===== config.mk =====
export PLATFORM = sky130hd
export DESIGN_NAME = mem_wb_stage_flat
export DESIGN_NICKNAME = d
export VERILOG_FILES = /design/src/rtl/mem_wb_stage_pkg.sv /design/src/rtl/mem_wb_stage_if.sv /design/src/rtl/mem_wb_stage_reg.sv /design/src/rtl/mem_wb_stage.sv /design/src/flat_wrapper.sv
export SDC_FILE = /design/constraint.sdc
export NUM_CORES = 1
export LEC_CHECK = 0
export ABC_AREA = 1
export BUFFER_PORTS_ARGS = -buffer_cell sky130_fd_sc_hd__buf_2
export CAP_MARGIN = 20
export CELL_PAD_IN_SITES_DETAIL_PLACEMENT = 1
export CELL_PAD_IN_SITES_GLOBAL_PLACEMENT = 2
export CORE_MARGIN = 5
export CORE_UTILIZATION = 26
export DETAILED_ROUTE_END_ITERATION = 8
export GPL_TIMING_DRIVEN = 0
export PLACE_DENSITY = 0.77
export SLEW_MARGIN = 20
export SYNTH_ARGS = -nofsm -noshare
export SYNTH_HDL_FRONTEND = slang
export SYNTH_SLANG_ARGS = --single-unit

===== constraint.sdc =====
create_clock -name clk -period 1.6 [get_ports clk]
set_input_delay 0 -clock clk [delete_from_list [all_inputs] [get_ports clk]]
set_output_delay 0 -clock clk [all_outputs]
set_load 0.03 [all_outputs]

===== src/rtl/mem_wb_stage_pkg.sv =====
// Shared types and sizes for the MEM/WB stage: FSM encoding, word/register widths, default data base.
package mem_wb_stage_pkg;
  localparam int unsigned WORD_W     = 32;
  localparam int unsigned REG_ADDR_W = 4;
  localparam logic [WORD_W-1:0] BASE_ADDR_DEF = 32'd1024;

  typedef enum logic {IDLE = 1'b0, BUSY = 1'b1} state_e;
endpackage


===== src/rtl/mem_wb_stage_if.sv =====
// Request/response bus between the MEM/WB stage (master) and sram_mem (slave).
interface mem_wb_stage_if;
  import mem_wb_stage_pkg::*;

  logic              mem_r_en_out;
  logic              mem_w_en_out;
  logic [WORD_W-1:0] mem_addr_out;
  logic [WORD_W-1:0] mem_wdata_out;
  logic              mem_ready_in;
  logic [WORD_W-1:0] mem_rdata_in;

  modport master (output mem_r_en_out, mem_w_en_out, mem_addr_out, mem_wdata_out,
                  input  mem_ready_in, mem_rdata_in);
  modport slave  (input  mem_r_en_out, mem_w_en_out, mem_addr_out, mem_wdata_out,
                  output mem_ready_in, mem_rdata_in);
endinterface


===== src/rtl/mem_wb_stage_reg.sv =====
// MEM/WB pipeline register: reset > load > bubble > hold; load data is captured only on data_ld.
module mem_wb_reg
  import mem_wb_stage_pkg::*;
(
  input  logic                  clk,
  input  logic                  rst,
  input  logic                  load,
  input  logic                  bubble,
  input  logic                  wb_en_d,
  input  logic                  rd_d,
  input  logic                  data_ld,
  input  logic [REG_ADDR_W-1:0] dest_d,
  input  logic [WORD_W-1:0]     alu_d,
  input  logic [WORD_W-1:0]     data_d,
  output logic                  wb_en_q,
  output logic                  rd_q,
  output logic [REG_ADDR_W-1:0] dest_q,
  output logic [WORD_W-1:0]     alu_q,
  output logic [WORD_W-1:0]     data_q
);
  always_ff @(posedge clk) begin
    if (rst) begin
      wb_en_q <= 1'b0;
      rd_q    <= 1'b0;
      dest_q  <= '0;
      alu_q   <= '0;
      data_q  <= '0;
    end else if (load) begin
      wb_en_q <= wb_en_d;
      rd_q    <= rd_d;
      dest_q  <= dest_d;
      alu_q   <= alu_d;
      if (data_ld) data_q <= data_d;
    end else if (bubble) begin
      // dest/alu hold; only the write-enables are squashed
      wb_en_q <= 1'b0;
      rd_q    <= 1'b0;
    end
  end
endmodule


===== src/rtl/mem_wb_stage.sv =====
// MEM/WB stage: IDLE/BUSY handshake to sram_mem, freezes upstream while an access is pending.
// Optional misaligned-access trap enabled by defining MEM_ALIGN_CHECK_EN.
module mem_wb_stage
  import mem_wb_stage_pkg::*;
#(
  parameter logic [WORD_W-1:0] BASE_ADDR = BASE_ADDR_DEF
) (
  input  logic                  clk,
  input  logic                  rst,
  input  logic                  mem_r_en_in,
  input  logic                  mem_w_en_in,
  input  logic                  wb_en_in,
  input  logic [REG_ADDR_W-1:0] dest_in,
  input  logic [WORD_W-1:0]     alu_res_in,
  input  logic [WORD_W-1:0]     value_rm_in,
  mem_wb_stage_if.master        mem,
  output logic                  freeze_out,
  output logic                  wb_en_out,
  output logic                  mem_r_en_wb_out,
  output logic [REG_ADDR_W-1:0] dest_out,
  output logic [WORD_W-1:0]     alu_res_out,
  output logic [WORD_W-1:0]     mem_data_out
`ifdef MEM_ALIGN_CHECK_EN
  ,
  output logic                  align_err_out
`endif
);
  state_e                state_q, state_d;
  logic                  req, acc_req, misal;
  logic [WORD_W-1:0]     addr_calc;
  logic                  lat_wb_en;
  logic [REG_ADDR_W-1:0] lat_dest;
  logic [WORD_W-1:0]     lat_alu;
  logic                  wb_load, wb_bubble, wb_wb_en, wb_rd, wb_data_ld;
  logic [REG_ADDR_W-1:0] wb_dest;
  logic [WORD_W-1:0]     wb_alu;

  assign req       = mem_r_en_in | mem_w_en_in;
  assign addr_calc = alu_res_in - BASE_ADDR;
`ifdef MEM_ALIGN_CHECK_EN
  assign misal     = req & (addr_calc[1:0] != 2'b00);
`else
  assign misal     = 1'b0;
`endif
  assign acc_req   = req & ~misal;

  always_comb begin
    state_d    = state_q;
    freeze_out = 1'b0;
    wb_load    = 1'b0;
    wb_bubble  = 1'b0;
    wb_wb_en   = wb_en_in;
    wb_rd      = 1'b0;
    wb_data_ld = 1'b0;
    wb_dest    = dest_in;
    wb_alu     = alu_res_in;
    case (state_q)
      IDLE: begin
        if (acc_req) begin
          state_d    = BUSY;
          freeze_out = 1'b1;
          wb_bubble  = 1'b1;
        end else if (misal) begin
          wb_bubble  = 1'b1;
        end else begin
          wb_load    = 1'b1;
        end
      end
      BUSY: begin
        if (mem.mem_ready_in) begin
          // the registered read enable doubles as the latched read flag
          state_d    = IDLE;
          wb_load    = 1'b1;
          wb_wb_en   = lat_wb_en;
          wb_dest    = lat_dest;
          wb_alu     = lat_alu;
          wb_rd      = mem.mem_r_en_out;
          wb_data_ld = mem.mem_r_en_out;
        end else begin
          freeze_out = 1'b1;
          wb_bubble  = 1'b1;
        end
      end
      default: state_d = IDLE;
    endcase
  end

  always_ff @(posedge clk) begin
    if (rst) begin
      state_q           <= IDLE;
      lat_wb_en         <= 1'b0;
      lat_dest          <= '0;
      lat_alu           <= '0;
      mem.mem_r_en_out  <= 1'b0;
      mem.mem_w_en_out  <= 1'b0;
      mem.mem_addr_out  <= '0;
      mem.mem_wdata_out <= '0;
    end else begin
      state_q <= state_d;
      if (state_q == IDLE && acc_req) begin
        lat_wb_en         <= wb_en_in;
        lat_dest          <= dest_in;
        lat_alu           <= alu_res_in;
        // a write wins when both enables are set
        mem.mem_r_en_out  <= mem_r_en_in & ~mem_w_en_in;
        mem.mem_w_en_out  <= mem_w_en_in;
        mem.mem_addr_out  <= addr_calc;
        mem.mem_wdata_out <= value_rm_in;
      end else if (state_q == BUSY && mem.mem_ready_in) begin
        mem.mem_r_en_out  <= 1'b0;
        mem.mem_w_en_out  <= 1'b0;
      end
    end
  end

`ifdef MEM_ALIGN_CHECK_EN
  always_ff @(posedge clk) begin
    if (rst) align_err_out <= 1'b0;
    else     align_err_out <= (state_q == IDLE) & misal;
  end
`endif

  mem_wb_reg u_wb_reg (
    .clk     (clk),
    .rst     (rst),
    .load    (wb_load),
    .bubble  (wb_bubble),
    .wb_en_d (wb_wb_en),
    .rd_d    (wb_rd),
    .data_ld (wb_data_ld),
    .dest_d  (wb_dest),
    .alu_d   (wb_alu),
    .data_d  (mem.mem_rdata_in),
    .wb_en_q (wb_en_out),
    .rd_q    (mem_r_en_wb_out),
    .dest_q  (dest_out),
    .alu_q   (alu_res_out),
    .data_q  (mem_data_out)
  );
endmodule


===== src/flat_wrapper.sv =====
// flat-port wrapper written by rule: the top's interface ports become plain ports
module mem_wb_stage_flat import mem_wb_stage_pkg::*;
#(
  parameter logic [WORD_W-1:0] BASE_ADDR = BASE_ADDR_DEF
)
  (clk, rst, mem_r_en_in, mem_w_en_in, wb_en_in, dest_in, alu_res_in, value_rm_in, freeze_out, wb_en_out, mem_r_en_wb_out, dest_out, alu_res_out, mem_data_out, mem_mem_r_en_out, mem_mem_w_en_out, mem_mem_addr_out, mem_mem_wdata_out, mem_mem_ready_in, mem_mem_rdata_in);
  mem_wb_stage_if mem_i ();
  input  logic clk;
  input  logic rst;
  input  logic mem_r_en_in;
  input  logic mem_w_en_in;
  input  logic wb_en_in;
  input  logic [REG_ADDR_W-1:0] dest_in;
  input  logic [WORD_W-1:0] alu_res_in;
  input  logic [WORD_W-1:0] value_rm_in;
  output logic freeze_out;
  output logic wb_en_out;
  output logic mem_r_en_wb_out;
  output logic [REG_ADDR_W-1:0] dest_out;
  output logic [WORD_W-1:0] alu_res_out;
  output logic [WORD_W-1:0] mem_data_out;
  output wire logic [$bits(mem_i.mem_r_en_out)-1:0] mem_mem_r_en_out;
  output wire logic [$bits(mem_i.mem_w_en_out)-1:0] mem_mem_w_en_out;
  output wire logic [$bits(mem_i.mem_addr_out)-1:0] mem_mem_addr_out;
  output wire logic [$bits(mem_i.mem_wdata_out)-1:0] mem_mem_wdata_out;
  input wire logic [$bits(mem_i.mem_ready_in)-1:0] mem_mem_ready_in;
  input wire logic [$bits(mem_i.mem_rdata_in)-1:0] mem_mem_rdata_in;
  assign mem_mem_r_en_out = mem_i.mem_r_en_out;
  assign mem_mem_w_en_out = mem_i.mem_w_en_out;
  assign mem_mem_addr_out = mem_i.mem_addr_out;
  assign mem_mem_wdata_out = mem_i.mem_wdata_out;
  assign mem_i.mem_ready_in = mem_mem_ready_in;
  assign mem_i.mem_rdata_in = mem_mem_rdata_in;
  mem_wb_stage #(.BASE_ADDR(BASE_ADDR)) u_core (.clk(clk), .rst(rst), .mem_r_en_in(mem_r_en_in), .mem_w_en_in(mem_w_en_in), .wb_en_in(wb_en_in), .dest_in(dest_in), .alu_res_in(alu_res_in), .value_rm_in(value_rm_in), .mem(mem_i), .freeze_out(freeze_out), .wb_en_out(wb_en_out), .mem_r_en_wb_out(mem_r_en_wb_out), .dest_out(dest_out), .alu_res_out(alu_res_out), .mem_data_out(mem_data_out));
endmodule

==> results.json, run 1 <==
{
  "drt_drc_violations_left": 0,
  "layout_common_cells": "buf_2, nor2_1, dfxtp_1",
  "ys_seq_elements": 164,
  "syn_area_um2": 6514,
  "dieHeight_um": 168.3,
  "drt_iter0_drc": 233,
  "r2r_slack_ns": 0.07,
  "crit_chain": "nand2_4 > buf_12 > buf_2 > mux2i_1 > o21ai_0",
  "start_util": 0.2617,
  "register_area_um2": 3284,
  "drt-total-wl_mm": 26.21,
  "drv_slew": 0,
  "vdd_drop_max_mv": 0.4541,
  "cts_root_buf": "clkbuf_16",
  "postSynthAreaPerCell_um2": 7.557,
  "boundaryPins": 243,
  "critPathArrivalTime_ns": 1.83,
  "rows": 58,
  "max_cap_violations": 0,
  "dr.pass1.iters": 5,
  "drive_gt1_frac": 0.2636,
  "dp.cells": 1434,
  "crit_end": "u_core.u_wb_reg.alu_q[25]$_SDFFE_PP0P_",
  "slowest_delay_ns": 0.35,
  "clk_latency_ns": 0.42,
  "grt_max_degree": 17,
  "antenna_found_initial": 1,
  "viasPerCell": 4.502,
  "antenna_left": 0,
  "grt_pass1_vias": 7486,
  "tns_ns": 0,
  "syn-num-nets": 969,
  "synth_top_area_frac": 0.5040,
  "slew_headroom": 0.5914,
  "fin_skew_ns": 0.008726,
  "crit_fanout": 10,
  "via_count": 7109,
  "reg2reg_to": "u_core.u_wb_reg.alu_q[25]$_SDFFE_PP0P_",
  "tightest_slew_ns": 0.6129,
  "die_width_um": 168.3,
  "h-tree-depth": 4,
  "yosysSeqAreaShare": 0.5040,
  "cts.sinks": 164,
  "synth_xor_area_frac": 0.005378,
  "dieArea_um2": 28320,
  "min_path_type": "in -> reg",
  "criticalPathCategory": "reg -> reg",
  "critPathLaunch": "u_core.state_q$_SDFF_PP0_",
  "stdcell_count": 1579,
  "worst_slack_ns": 0.06637,
  "cp_top_family": "buffers and inverters",
  "power.total_mw": 10.86,
  "cp.required_ns": 1.90,
  "final_util": 0.4001,
  "final_common_cell": "buf_2",
  "finalSetupViolCount": 0,
  "cp-end-kind": "flop",
  "fin_crit_sh": 0.9585,
  "synthMuxAreaShare": 0.03381,
  "synth-simple-area-share": 0.2432,
  "grt_pass1_wl_mm": 40.93,
  "core-area_um2": 24890,
  "track_usage": 0.1815,
  "reg2reg_from": "u_core.state_q$_SDFF_PP0_",
  "cp_slowest_cell": "dfxtp_2",
  "critical_path_buf_inv_count": 2,
  "io_buffers": 242,
  "hold_path.startpoint": "alu_res_in[15]",
  "synth_top_cell_by_area": "dfxtp_1",
  "wl_per_cell_um": 16.60,
  "yosys_warnings": 0,
  "power_density_nw_per_um2": 1090,
  "cts_tree": "yes",
  "cp-start-kind": "flop",
  "n_fill_cell": 3035,
  "nets": 1342,
  "cp_num_cells": 5,
  "yosys.cell_types.count": 31,
  "cts_max_path_buffers": 2,
  "synth.area.top_cells": "dfxtp_1, nor2_1, o21ai_0",
  "synthAdderAreaFrac": 0.001921,
  "p_leak_nw": 4.737,
  "multi_input_area_um2": 2794,
  "status": "finished, final reports clean",
  "dp_hpwl_mm": 18.91,
  "syn_inst": 862,
  "synth-compound-area-share": 0.1404,
  "finalCriticalPeriod_ns": 1.534,
  "gp_congestion": 0.7884,
  "rsz0062_at_grt": "no",
  "r2r_cells": 5,
  "finalHoldViolCount": 0,
  "grt_remaining_overflow": 0,
  "fmax_mhz": 652.0,
  "pre_cts_slack_ns": -0.2218,
  "areaGrowthSynthToFinish_pct": 52.88,
  "clkSlewWorstSetupHoldPaths_ns": 0.07,
  "synth_top_family_by_area": "simple AND/OR/NAND/NOR gates",
  "cts_made_buffers": 17
}
-- per-stage QoR --
stage,cell area [um2],hold WS (ns)
floorplan,6514,0.1370
global placement,8138,0.2492
detailed placement,8138,0.2607
CTS,9912,0.005332
global route,9958,0.04808
finish,9958,0.02262
-- state kept, by name (all words and copies together), names as in the netlist, 4 cells and up --
signal                    flops
u_core.mem.mem_addr_out      32
u_core.u_wb_reg.dest_q        4
u_core.lat_dest               4
u_core.u_wb_reg.alu_q        32
u_core.mem.mem_wdata_out     32
u_core.lat_alu               22
u_core.u_wb_reg.data_q       32
-- power breakdown --
group	switching (mW)	total, mW	internal (mW)
registers	0.151	4.53	4.38
logic	1.35	2.11	0.763
clock network	1.72	4.22	2.50
total	3.21	10.9	7.64
-- Yosys cell counts --
cell type and count:
inv_1 34, or2_1 1, a32oi_1 1, clkbuf_1 32
ha_1 1, inv_2 1, a21oi_1 40, buf_2 19
mux2i_1 22, a21oi_2 1, nand3b_1 1, o21ai_1 11
clkinv_1 1, nand2_4 1, or2_2 1, nor2_1 176
a31oi_1 3, buf_4 10, buf_6 2, nand4_1 6
o211ai_1 1, dfxtp_1 164, o21ai_0 109, buf_1 3
o21ai_2 1, clkinv_2 1, nand3_1 62, a211oi_1 7
xor2_1 4, nand2_1 145, a311oi_1 1
-- routing by layer --
| layer | vias up | GRT usage | routed length (um) |
|---|---|---|---|
| met4 | 0 | 0.06210 | 584 |
| met5 | - | 0 | 0 |
| met1 | 3361 | 0.2314 | 11730 |
| met3 | 31 | 0.03005 | 1074 |
| li1 | 3552 | - | - |
| met2 | 165 | 0.3113 | 12820 |
-- what timing repair did --
action	CTS	global route
setup endpoints to repair	135	123
pin swaps	1	0
resized for setup	19	21
hold buffers	110	0
buffers inserted	2	0
hold endpoints to repair	132	0
-- worst min-delay path by stage --
stage,end,cells past startpoint
final,u_core.u_wb_reg.alu_q[15]$_SDFFE_PP0P_,5
after detailed placement,u_core.mem.mem_wdata_out[8]$_SDFFE_PP0P_,3
after global placement,u_core.mem.mem_wdata_out[15]$_SDFFE_PP0P_,3
after CTS,u_core.mem.mem_addr_out[11]$_SDFFE_PP0P_,4
after floorplan,u_core.mem.mem_w_en_out$_SDFFE_PP0P_,2
after global routing,u_core.u_wb_reg.data_q[24]$_SDFFE_PP0P_,5
-- cell families (layout without fill, tap and decap cells) --
family | Yosys count | count (layout)
xor gates and xnor gates | 4 | 4
other | 0 | 1
adders and majority gates | 1 | 1
AOI/OAI and AO/OA | 175 | 175
buffers and inverters | 103 | 489
DFF | 164 | 164
muxes | 22 | 22
and+or+nand+nor | 393 | 393
-- layout make-up --
class / count / share of cell area
plain buffers: 66 / 0.03794
inverters: 37 / 0.01445
diodes: 1 / 0.0002513
repair buffers: 354 / 0.2350
clock inverters: 12 / 0.01571
multi-input cells: 595 / 0.2806
clock buffers: 20 / 0.04485
well taps: 330 / 0.04146
flip-flops and latches: 164 / 0.3298
-- worst register-to-register path, stage by stage, from the launching register on --
cell and delay, ns:
dfxtp_2 0.35, nand2_4 0.12, buf_12 0.13, buf_2 0.34, mux2i_1 0.33, o21ai_0 0.14
Power figures use the tool's default switching activity.
==> run 2, diff against run 1 <==
Settings changed: MAX_ROUTING_LAYER set to met4.
==> run 2 against run 1 <==
- via count is 0.37% higher
- clock skew is 0.00069 ns higher
- critical path type unchanged
- clock-buffer cell count stayed put
- sequential power hardly changed
- critical path depth stayed put
- total power is 0.14% higher
- register-to-register slack hardly changed
==> results.json, run 2 (synthesis results as in run 1) <==
{
  "status": "finished, final reports clean",
  "nets": 1342,
  "die_width_um": 168.3,
  "min_path_type": "in -> reg",
  "dp_hpwl_mm": 18.91,
  "stdcell_count": 1579,
  "cp-end-kind": "flop",
  "gp_congestion": 0.7995,
  "cp.required_ns": 1.90,
  "cp_top_family": "buffers and inverters",
  "slowest_delay_ns": 0.36,
  "power.internal_mw": 7.640,
  "stdcell_area_um2": 9958,
  "rows": 58,
  "critical_path_buf_inv_count": 2,
  "wl_per_cell_um": 16.64,
  "boundaryPins": 243,
  "antenna_left": 0,
  "track_usage": 0.1867,
  "final_common_cell": "buf_2",
  "drt_drc_violations_left": 0,
  "critPathArrivalTime_ns": 1.83,
  "cts_made_buffers": 17,
  "grt_remaining_overflow": 0,
  "power_density_nw_per_um2": 1092,
  "areaGrowthSynthToFinish_pct": 52.88,
  "viasPerCell": 4.519,
  "n_fill_cell": 3035,
  "drive_gt1_frac": 0.2636,
  "layout_common_cells": "buf_2, nor2_1, dfxtp_1",
  "cts.sinks": 164,
  "max_cap_violations": 0,
  "fin_crit_sh": 0.9559,
  "fin_skew_ns": 0.009420,
  "criticalPathCategory": "reg -> reg",
  "crit_fanout": 10,
  "register_area_um2": 3284,
  "start_util": 0.2617,
  "dp.cells": 1434,
  "via_count": 7135,
  "antenna_found_initial": 1,
  "finalHoldViolCount": 0,
  "grt_pass1_wl_mm": 40.87,
  "p_leak_nw": 4.737,
  "finalCriticalPeriod_ns": 1.529,
  "p_seq_frac": 0.417,
  "fmax_mhz": 653.8,
  "vdd_drop_max_mv": 0.4540,
  "tns_ns": 0,
  "tightest_slew_ns": 0.6291,
  "dr.pass1.iters": 4,
  "power.total_mw": 10.87,
  "drv_slew": 0,
  "grt_pass1_vias": 7494,
  "crit_chain": "nand2_4 > buf_12 > buf_2 > mux2i_1 > o21ai_0",
  "combPwrFrac": 0.194,
  "clkSlewWorstSetupHoldPaths_ns": 0.07,
  "h-tree-depth": 4,
  "grt_max_degree": 17,
  "cts_tree": "yes",
  "place_area_um2": 8138,
  "rsz0062_at_grt": "no",
  "p_sw_frac": 0.2972,
  "cp-start-kind": "flop",
  "dieHeight_um": 168.3,
  "io_buffers": 242,
  "drt-total-wl_mm": 26.27,
  "multi_input_area_um2": 2794,
  "pwr-share-clk": 0.389,
  "drt_iter0_drc": 249,
  "core-area_um2": 24890,
  "cts_max_path_buffers": 2,
  "cp_slowest_cell": "dfxtp_2",
  "p_sw_mw": 3.231,
  "dieArea_um2": 28320,
  "finalSetupViolCount": 0,
  "slew_headroom": 0.5806,
  "cts_root_buf": "clkbuf_16",
  "clk_latency_ns": 0.43
}
[run 2: per-stage QoR]
| stage | hold WS (ns) | utilization | setup WS (ns) |
|---|---|---|---|
| after global placement | 0.2492 | 0.3269 | -0.1897 |
| after floorplan | 0.1370 | - | 0.01930 |
| after CTS | 0.005332 | 0.3982 | 0.002631 |
| after detailed placement | 0.2607 | 0.3269 | -0.2218 |
| after global routing | 0.04812 | 0.4001 | 0.0006013 |
| final | 0.01870 | 0.4001 | 0.07051 |
[run 2: worst paths after layout]
path | start | endpoint | slack (ns) | depth (start not counted)
worst max-delay path | u_core.state_q$_SDFF_PP0_ | u_core.u_wb_reg.alu_q[25]$_SDFFE_PP0P_ | 0.07 | 5
worst min-delay path | alu_res_in[11] | u_core.mem.mem_addr_out[11]$_SDFFE_PP0P_ | 0.02 | 4
worst max register to register | u_core.state_q$_SDFF_PP0_ | u_core.u_wb_reg.alu_q[25]$_SDFFE_PP0P_ | 0.07 | 5
worst min register to register | u_core.u_wb_reg.alu_q[1]$_SDFFE_PP0P_ | u_core.u_wb_reg.alu_q[1]$_SDFFE_PP0P_ | 0.45 | 2
[run 2: final cells by class]
class | instances | area share
well taps | 330 | 0.04146
clock inverters | 12 | 0.01571
flip-flops and latches | 164 | 0.3298
multi-input cells | 595 | 0.2806
repair buffers | 354 | 0.2350
clock buffers | 20 | 0.04485
plain buffers | 66 | 0.03794
inverters | 37 | 0.01445
diodes | 1 | 0.0002513
[run 2: per-layer routing]
layer | vias up | track usage | part of all wire
met3 | 35 | 0.02559 | 0.034
met4 | 0 | 0.06210 | 0.023
li1 | 3554 | - | -
met2 | 169 | 0.3111 | 0.49
met5 | - | - | 0
met1 | 3377 | 0.2340 | 0.45
[run 2: repair_timing]
| action | 4_1_cts | 5_1_grt |
|---|---|---|
| resized for setup | 19 | 21 |
| pin swaps | 1 | 0 |
| buffers inserted | 2 | 0 |
| hold buffers | 110 | 0 |
| setup endpoints to repair | 135 | 123 |
| hold endpoints to repair | 132 | 0 |
[run 2: power by group through the flow]
stage | Combinational [mW] | Sequential (mW) | Clock [mW]
floorplan | 0.745 | 5.00 | 0
global placement | 1.86 | 4.61 | 0
detailed placement | 1.88 | 4.62 | 0
CTS | 2.12 | 4.53 | 4.35
global route | 2.30 | 4.56 | 4.49
finish | 2.11 | 4.53 | 4.23
[run 2: tightest hold or removal path, cell delays in order]
cell     delay (ns)
buf_2          0.10
inv_1          0.09
ha_1           0.14
a21oi_1        0.06
